### src/rtl/io_pinmux_ctrl_pkg.sv
// Shared definitions for the IO pin multiplexer.
//   pad_state_e   : per-pad ownership state (driving vs tri-state guard)
//   GUARD_DEFAULT : default number of tri-state guard cycles on owner change
//   FUNC_*        : conventional function indices; function 0 is the reset owner
package io_pkg;

  typedef enum logic {
    PAD_ACTIVE = 1'b0,
    PAD_GUARD  = 1'b1
  } pad_state_e;

  localparam int GUARD_DEFAULT = 3;

  localparam int FUNC_GPIO = 0;
  localparam int FUNC_UART = 1;
  localparam int FUNC_SPI  = 2;
  localparam int FUNC_I2C  = 3;

endpackage

### src/rtl/io_pinmux_ctrl_pad_slot.sv
// One pad's ownership slot: owner select, guard FSM and counter, registered
// output mux, and a 2-flop input synchroniser routed back to the owner only.
//   i_clk, i_rst   : clock, synchronous active-high reset
//   i_c2p, i_oe    : output data / enable offered by each function
//   i_p2c          : asynchronous pad input
//   i_wr, i_wsel   : accepted config write for this pad and its new owner
//   o_c2p, o_en    : registered pad output data / enable
//   o_p2c          : synchronised pad input, one bit per function
//   o_busy, o_sel  : guard-in-progress flag, current owner
module io_pad_slot
  import io_pkg::*;
#(
  parameter int NFUNC = 4,
  parameter int GUARD = GUARD_DEFAULT,
  parameter int SW    = $clog2(NFUNC)
) (
  input  logic             i_clk,
  input  logic             i_rst,
  input  logic [NFUNC-1:0] i_c2p,
  input  logic [NFUNC-1:0] i_oe,
  input  logic             i_p2c,
  input  logic             i_wr,
  input  logic [SW-1:0]    i_wsel,
  output logic             o_c2p,
  output logic             o_en,
  output logic [NFUNC-1:0] o_p2c,
  output logic             o_busy,
  output logic [SW-1:0]    o_sel
);

  localparam int              GW    = (GUARD > 1) ? $clog2(GUARD) : 1;
  localparam logic [GW-1:0]   GLOAD = GW'(GUARD - 1);

  pad_state_e    r_state, w_state_nxt;
  logic [SW-1:0] r_sel, w_sel_nxt;
  logic [GW-1:0] r_gcnt, w_gcnt_nxt;
  logic          r_c2p, r_en, w_c2p_nxt, w_en_nxt;
  logic          r_sync1, r_sync2;
  logic          w_change;

  // NOTE: flops are written with non-blocking assignments so every register
  // samples pre-edge values regardless of statement order.
  always_ff @(posedge i_clk) begin
    if (i_rst) begin
      r_state <= PAD_ACTIVE;
      r_sel   <= SW'(FUNC_GPIO);
      r_gcnt  <= '0;
      r_c2p   <= 1'b0;
      r_en    <= 1'b0;
      r_sync1 <= 1'b0;
      r_sync2 <= 1'b0;
    end else begin
      r_state <= w_state_nxt;
      r_sel   <= w_sel_nxt;
      r_gcnt  <= w_gcnt_nxt;
      r_c2p   <= w_c2p_nxt;
      r_en    <= w_en_nxt;
      r_sync1 <= i_p2c;
      r_sync2 <= r_sync1;
    end
  end

  // NOTE: every always_comb output is given a default first, so no path
  // through the case can leave a signal unassigned and infer a latch.
  always_comb begin
    w_state_nxt = r_state;
    w_sel_nxt   = r_sel;
    w_gcnt_nxt  = r_gcnt;
    w_change    = i_wr && (i_wsel != r_sel);

    case (r_state)
      PAD_ACTIVE: begin
        if (w_change) begin
          w_state_nxt = PAD_GUARD;
          w_sel_nxt   = i_wsel;
          w_gcnt_nxt  = GLOAD;
        end
      end
      PAD_GUARD: begin
        // A new owner mid-guard restarts the full interval.
        if (w_change) begin
          w_sel_nxt  = i_wsel;
          w_gcnt_nxt = GLOAD;
        end else if (r_gcnt == '0) begin
          w_state_nxt = PAD_ACTIVE;
        end else begin
          w_gcnt_nxt = r_gcnt - GW'(1);
        end
      end
      default: w_state_nxt = PAD_ACTIVE;
    endcase

    // Outputs follow the next state, so the pad releases on the same edge
    // that accepts the write and the new owner drives on the edge leaving
    // the guard.
    w_c2p_nxt = 1'b0;
    w_en_nxt  = 1'b0;
    if (w_state_nxt == PAD_ACTIVE) begin
      w_c2p_nxt = i_c2p[w_sel_nxt];
      w_en_nxt  = i_oe[w_sel_nxt];
    end
  end

  always_comb begin
    o_p2c = '0;
    if (r_state == PAD_ACTIVE) o_p2c[r_sel] = r_sync2;
  end

  assign o_c2p  = r_c2p;
  assign o_en   = r_en;
  assign o_busy = (r_state == PAD_GUARD);
  assign o_sel  = r_sel;

endmodule

### src/rtl/io_pinmux_ctrl.sv
// Per-pad function arbiter for a bank of tri-state IO pads. Each pad is owned
// by one of NFUNC functions chosen by a config write; changing owner holds the
// pad tri-stated for GUARD cycles before the new owner may drive.
//   clk_i, rst_i                   : clock, synchronous active-high reset
//   cfg_we_i/addr_i/sel_i          : owner write (one per cycle)
//   cfg_err_o                      : one-cycle pulse after a rejected write
//   cfg_rd_addr_i / cfg_rd_sel_o   : combinational owner readback
//   busy_o                         : per-pad guard-in-progress flags
//   func_c2p_i/func_oe_i/func_p2c_o: per-function pad signals, index f*NPAD+i
//   pad_c2p_o/pad_c2p_en_o/pad_p2c_i: pad ring interface
module io_pinmux_ctrl
  import io_pkg::*;
#(
  parameter int NPAD  = 8,
  parameter int NFUNC = 4,
  parameter int GUARD = GUARD_DEFAULT,
  parameter int AW    = $clog2(NPAD),
  parameter int SW    = $clog2(NFUNC)
) (
  input  logic                  clk_i,
  input  logic                  rst_i,
  input  logic                  cfg_we_i,
  input  logic [AW-1:0]         cfg_addr_i,
  input  logic [SW-1:0]         cfg_sel_i,
  output logic                  cfg_err_o,
  input  logic [AW-1:0]         cfg_rd_addr_i,
  output logic [SW-1:0]         cfg_rd_sel_o,
  output logic [NPAD-1:0]       busy_o,
  input  logic [NFUNC*NPAD-1:0] func_c2p_i,
  input  logic [NFUNC*NPAD-1:0] func_oe_i,
  output logic [NFUNC*NPAD-1:0] func_p2c_o,
  output logic [NPAD-1:0]       pad_c2p_o,
  output logic [NPAD-1:0]       pad_c2p_en_o,
  input  logic [NPAD-1:0]       pad_p2c_i
);

  logic                     w_addr_ok, w_sel_ok, w_wr_ok;
  logic                     r_err;
  logic [NPAD-1:0][SW-1:0]  w_sel;
  logic [SW-1:0]            w_sel_tab [2**AW];

  // With power-of-two NPAD/NFUNC these compares are always true and fold away.
  assign w_addr_ok = (int'(cfg_addr_i) < NPAD);
  assign w_sel_ok  = (int'(cfg_sel_i) < NFUNC);
  assign w_wr_ok   = cfg_we_i && w_addr_ok && w_sel_ok;

  always_ff @(posedge clk_i) begin
    if (rst_i) r_err <= 1'b0;
    else       r_err <= cfg_we_i && !(w_addr_ok && w_sel_ok);
  end

  assign cfg_err_o = r_err;

  for (genvar i = 0; i < NPAD; i++) begin : g_pad
    logic [NFUNC-1:0] w_c2p, w_oe, w_p2c;

    for (genvar f = 0; f < NFUNC; f++) begin : g_func
      assign w_c2p[f]               = func_c2p_i[f*NPAD+i];
      assign w_oe[f]                = func_oe_i[f*NPAD+i];
      assign func_p2c_o[f*NPAD+i]   = w_p2c[f];
    end

    io_pad_slot #(
      .NFUNC (NFUNC),
      .GUARD (GUARD),
      .SW    (SW)
    ) u_slot (
      .i_clk  (clk_i),
      .i_rst  (rst_i),
      .i_c2p  (w_c2p),
      .i_oe   (w_oe),
      .i_p2c  (pad_p2c_i[i]),
      .i_wr   (w_wr_ok && (cfg_addr_i == AW'(i))),
      .i_wsel (cfg_sel_i),
      .o_c2p  (pad_c2p_o[i]),
      .o_en   (pad_c2p_en_o[i]),
      .o_p2c  (w_p2c),
      .o_busy (busy_o[i]),
      .o_sel  (w_sel[i])
    );
  end

  // Readback table padded to the full address space; unused slots read 0.
  always_comb begin
    for (int k = 0; k < 2**AW; k++) w_sel_tab[k] = '0;
    for (int k = 0; k < NPAD; k++)  w_sel_tab[k] = w_sel[k];
  end

  assign cfg_rd_sel_o = w_sel_tab[cfg_rd_addr_i];

endmodule
### config.mk
export PLATFORM = sky130hd
export DESIGN_NAME = io_pinmux_ctrl
export DESIGN_NICKNAME = d
export VERILOG_FILES = /design/src/rtl/io_pinmux_ctrl_pkg.sv /design/src/rtl/io_pinmux_ctrl_pad_slot.sv /design/src/rtl/io_pinmux_ctrl.sv
export SDC_FILE = /design/constraint.sdc
export NUM_CORES = 1
export LEC_CHECK = 0
export ABC_AREA = 0
export CORE_AREA = 2 2 109 111
export CTS_BUF_LIST = sky130_fd_sc_hd__clkbuf_8
export DETAILED_ROUTE_END_ITERATION = 10
export DIE_AREA = 0 0 111 113
export PLACE_DENSITY = 0.69
export SLEW_MARGIN = 40
export SYNTH_ARGS = -nofsm -noshare
export SYNTH_HDL_FRONTEND = slang
export SYNTH_HIERARCHICAL = 1
export SYNTH_SLANG_ARGS = --single-unit
export TNS_END_PERCENT = 10
### constraint.sdc
create_clock -name clk_i -period 1.91 [get_ports clk_i]
set_clock_uncertainty 0.05 [all_clocks]
set_input_delay 0.382 -clock clk_i [delete_from_list [all_inputs] [get_ports clk_i]]
set_output_delay 0.382 -clock clk_i [all_outputs]
set_load 0.005 [all_outputs]
==> flow_summary.yaml <==
clock_tree:
  worstSkewPairLatency_ns: 0.34
  cts_hold_buffers: 0
  cts_sinks: 72
  htree_num_levels: 3
  cts_root_buffer: "clkbuf_8"
  clk_pin_slew_ns: 0.07
  cts_buffers: 9
  cts.path.max_buffers: 2
  cts_tree: "yes"
worst_setup_path:
  critPathLaunchType: "flop"
  crit_required_ns: 1.48
  arrival_ns: 1.52
  worstSetupPathType: "reg -> out"
  critical_path.max_fanout: 2
  critical_path.slowest_cell: "mux4_2"
  max_stage_delay_ns: 0.46
  endpoint_kind: "output port"
  path_cells: "mux4_2 -> mux2_2 -> clkbuf_2"
cells_and_area:
  area_delta_synth_final_pct: 54.7
  seq_area_mm2: 0.00146
  nets: 605
  multi_input_area_mm2: 0.00237
  n_fill_cell: 1030
  drive_gt1_share_pct: 31.2
routing:
  routed_wl_um: 9930
  route.vias.total: 3231
  ant_nets: 0
  dr.pass1.iters: 4
  avgViaCountPerCell: 4.86
  drt_iter0_markers: 77
  wire_per_inst_um: 14.9
  drc: 0
placement:
  hpwl_um: 7560
  routabilityCongestion: 0.820
  io_buffers: 140
sta:
  finalSetupViolations: 2
  min_period_ns: 1.96
  setup_tns_ns: -0.0922
  slew_viol_final: 0
  rsz0062_at_grt: "true"
  finalHoldViolations: 0
  setup_ws_ns: -0.0466
  clock.fmax_mhz: 511
  holdWs_ns: 0.387
  period_share_pct: 102
floorplanning:
  die_h_um: 113
  die_x_um: 111
  initial_utilization_pct: 34.6
  core_mm2: 0.0113
  ios: 142
  die-area_mm2: 0.0125
  row_count: 39
flow_run:
  maxCapViolations: 0
synth:
  synth_edf_count: 0
  yosys_warnings: 6
  synthMostInstantiatedCell: "dfxtp_1"
  synthAdderAreaFrac_pct: 2.57
  synthXorXnorAreaFrac_pct: 5.39
  postSynthCellCount: 325
  synth_top_cell_by_area: "dfxtp_1"
  postSynthAreaPerCell_um2: 12.0
  ys_seq_elements: 72
  yosys.area_share.simple_pct: 26.9
  syn_area_mm2: 0.00390
  synth_cell_type_count: 25
  synth_top_area_share_pct: 36.9
  synthMuxAreaShare_pct: 20.2
  synth-main-ff-cell: "dfxtp_1"
  synth_compound_area_share_pct: 4.62
  ys_top_cells_by_area: "dfxtp_1, nor4b_4, mux4_2"
  async_flop_share_pct: 0
  synth_top_family_by_area: "simple AND/OR/NAND/NOR gates"
  ys_seq_area_share_pct: 36.9
  syn_nets: 416
  ys_top_cells_by_count: "dfxtp_1, nor2b_1, inv_1, mux2_2"
status:
  violations: "negative setup slack"
  status: "finished, violations left"
power_and_ir_drop:
  peakVddDrop_mv: 0.288
  powerDensity_mw_per_mm2: 547
  p_leak_nw: 2.46
hold_path:
  hp-class: "reg -> reg"
global_routing:
  grt_pass1_wl_um: 16200
  grt_pass1_vias: 3349
  gr-total-overflow: 0
  grt_max_degree: 66
  grt_usage_pct: 16.2
  antenna_found_initial: 3
[metal layers]
layer / share of wire [%] / vias to the layer above / global-route usage (%) / wire, um
li1: - / 1571 / - / -
met1: 41 / 1559 / 18.2 / 4090
met2: 51 / 86 / 29.4 / 5060
met3: 5.6 / 15 / 3.59 / 559
met4: 2.2 / 0 / 7.58 / 214
met5: 0 / - / 0 / 0
[through the flow]
| step | instances | worst slack [ns] | cell area (um2) | util, % | power, W |
|---|---|---|---|---|---|
| floorplan | 325 | 0.0300 | 3910 | - | 0.00187 |
| global placement | 643 | -0.776 | 5810 | 51.6 | 0.00220 |
| detailed placement | 643 | -0.813 | 5810 | 51.6 | 0.00222 |
| CTS | 659 | -0.281 | 6010 | 53.4 | 0.00335 |
| global route | 665 | -0.101 | 6030 | 53.5 | 0.00345 |
| finish | 665 | -0.0466 | 6030 | 53.5 | 0.00330 |
[cell type report]
class / instances / share of cell area (%)
Sequential cell: 72 / 24.2
Antenna cell: 3 / 0.124
Clock buffer: 12 / 2.74
Inverter: 24 / 1.49
Clock inverter: 4 / 0.311
Multi-Input combinational cell: 220 / 39.4
Tap cell: 143 / 2.97
Timing Repair Buffer: 187 / 28.8
[worst max-delay path, delay by kind of cell (launching register included)]
family | cells | cell delay [ns]
multiplexers | 2 | 0.73
buffers and inverters | 1 | 0.11
flip-flops | 1 | 0.34
[report_power, final]
part           internal, W  switching, W
registers          0.00156     0.0000244
logic             0.000402      0.000196
clock network     0.000567      0.000553
[path summary, 6_finish.rpt]
kind                             from                      end  slack [ns]  cells past startpoint
max          g_pad[4].u_slot/o_sel[0]          cfg_rd_sel_o[0]       -0.05                      3
min           g_pad[6].u_slot/r_sync1  g_pad[6].u_slot/r_sync2        0.39                      1
max reg2reg  g_pad[4].u_slot/o_sel[0]    g_pad[4].u_slot/o_c2p        0.27                      5
min reg2reg   g_pad[6].u_slot/r_sync1  g_pad[6].u_slot/r_sync2        0.39                      1
[what timing repair did]
item                       4_1_cts  5_1_grt
resized for setup               73       27
setup buffers                    0        3
pin swaps                        1        0
setup endpoints to repair       50        8
[sequential cells by signal (all words and copies together) (netlist names)]
signal	cells
g_pad.u_slot/o_busy	8
g_pad.u_slot/o_c2p	8
g_pad.u_slot/o_en	8
g_pad.u_slot/o_sel	16
g_pad.u_slot/r_gcnt	16
g_pad.u_slot/r_sync1	8
g_pad.u_slot/r_sync2	8
[cell usage in the layout, fill, tap and decap left out, drive strengths merged]
cell type / count
clkbuf: 19
buf: 49
xor2: 16
nor2: 6
inv: 25
a21oi: 16
and4b: 8
mux4: 20
o21a: 8
o21ai: 8
nor4b: 24
nor3: 10
mux2: 26
clkdlybuf4s50: 99
diode: 3
and2b: 8
dlygate4sd2: 31
nor4bb: 16
clkdlybuf4s15: 1
nor2b: 32
ha: 8
xnor2: 8
dfxtp: 72
nand2: 2
nand2b: 3
conb: 1
clkinv: 3
[logic make-up after synthesis]
kind of cell,count (synthesis)
and+or+nand+nor,109
DFF,72
muxes,46
buffers and inverters,33
AOI/OAI and AO/OA,32
xor gates and xnor gates,24
adders and majority gates,8
other,1
No activity file was read; power rests on OpenSTA's default activity.
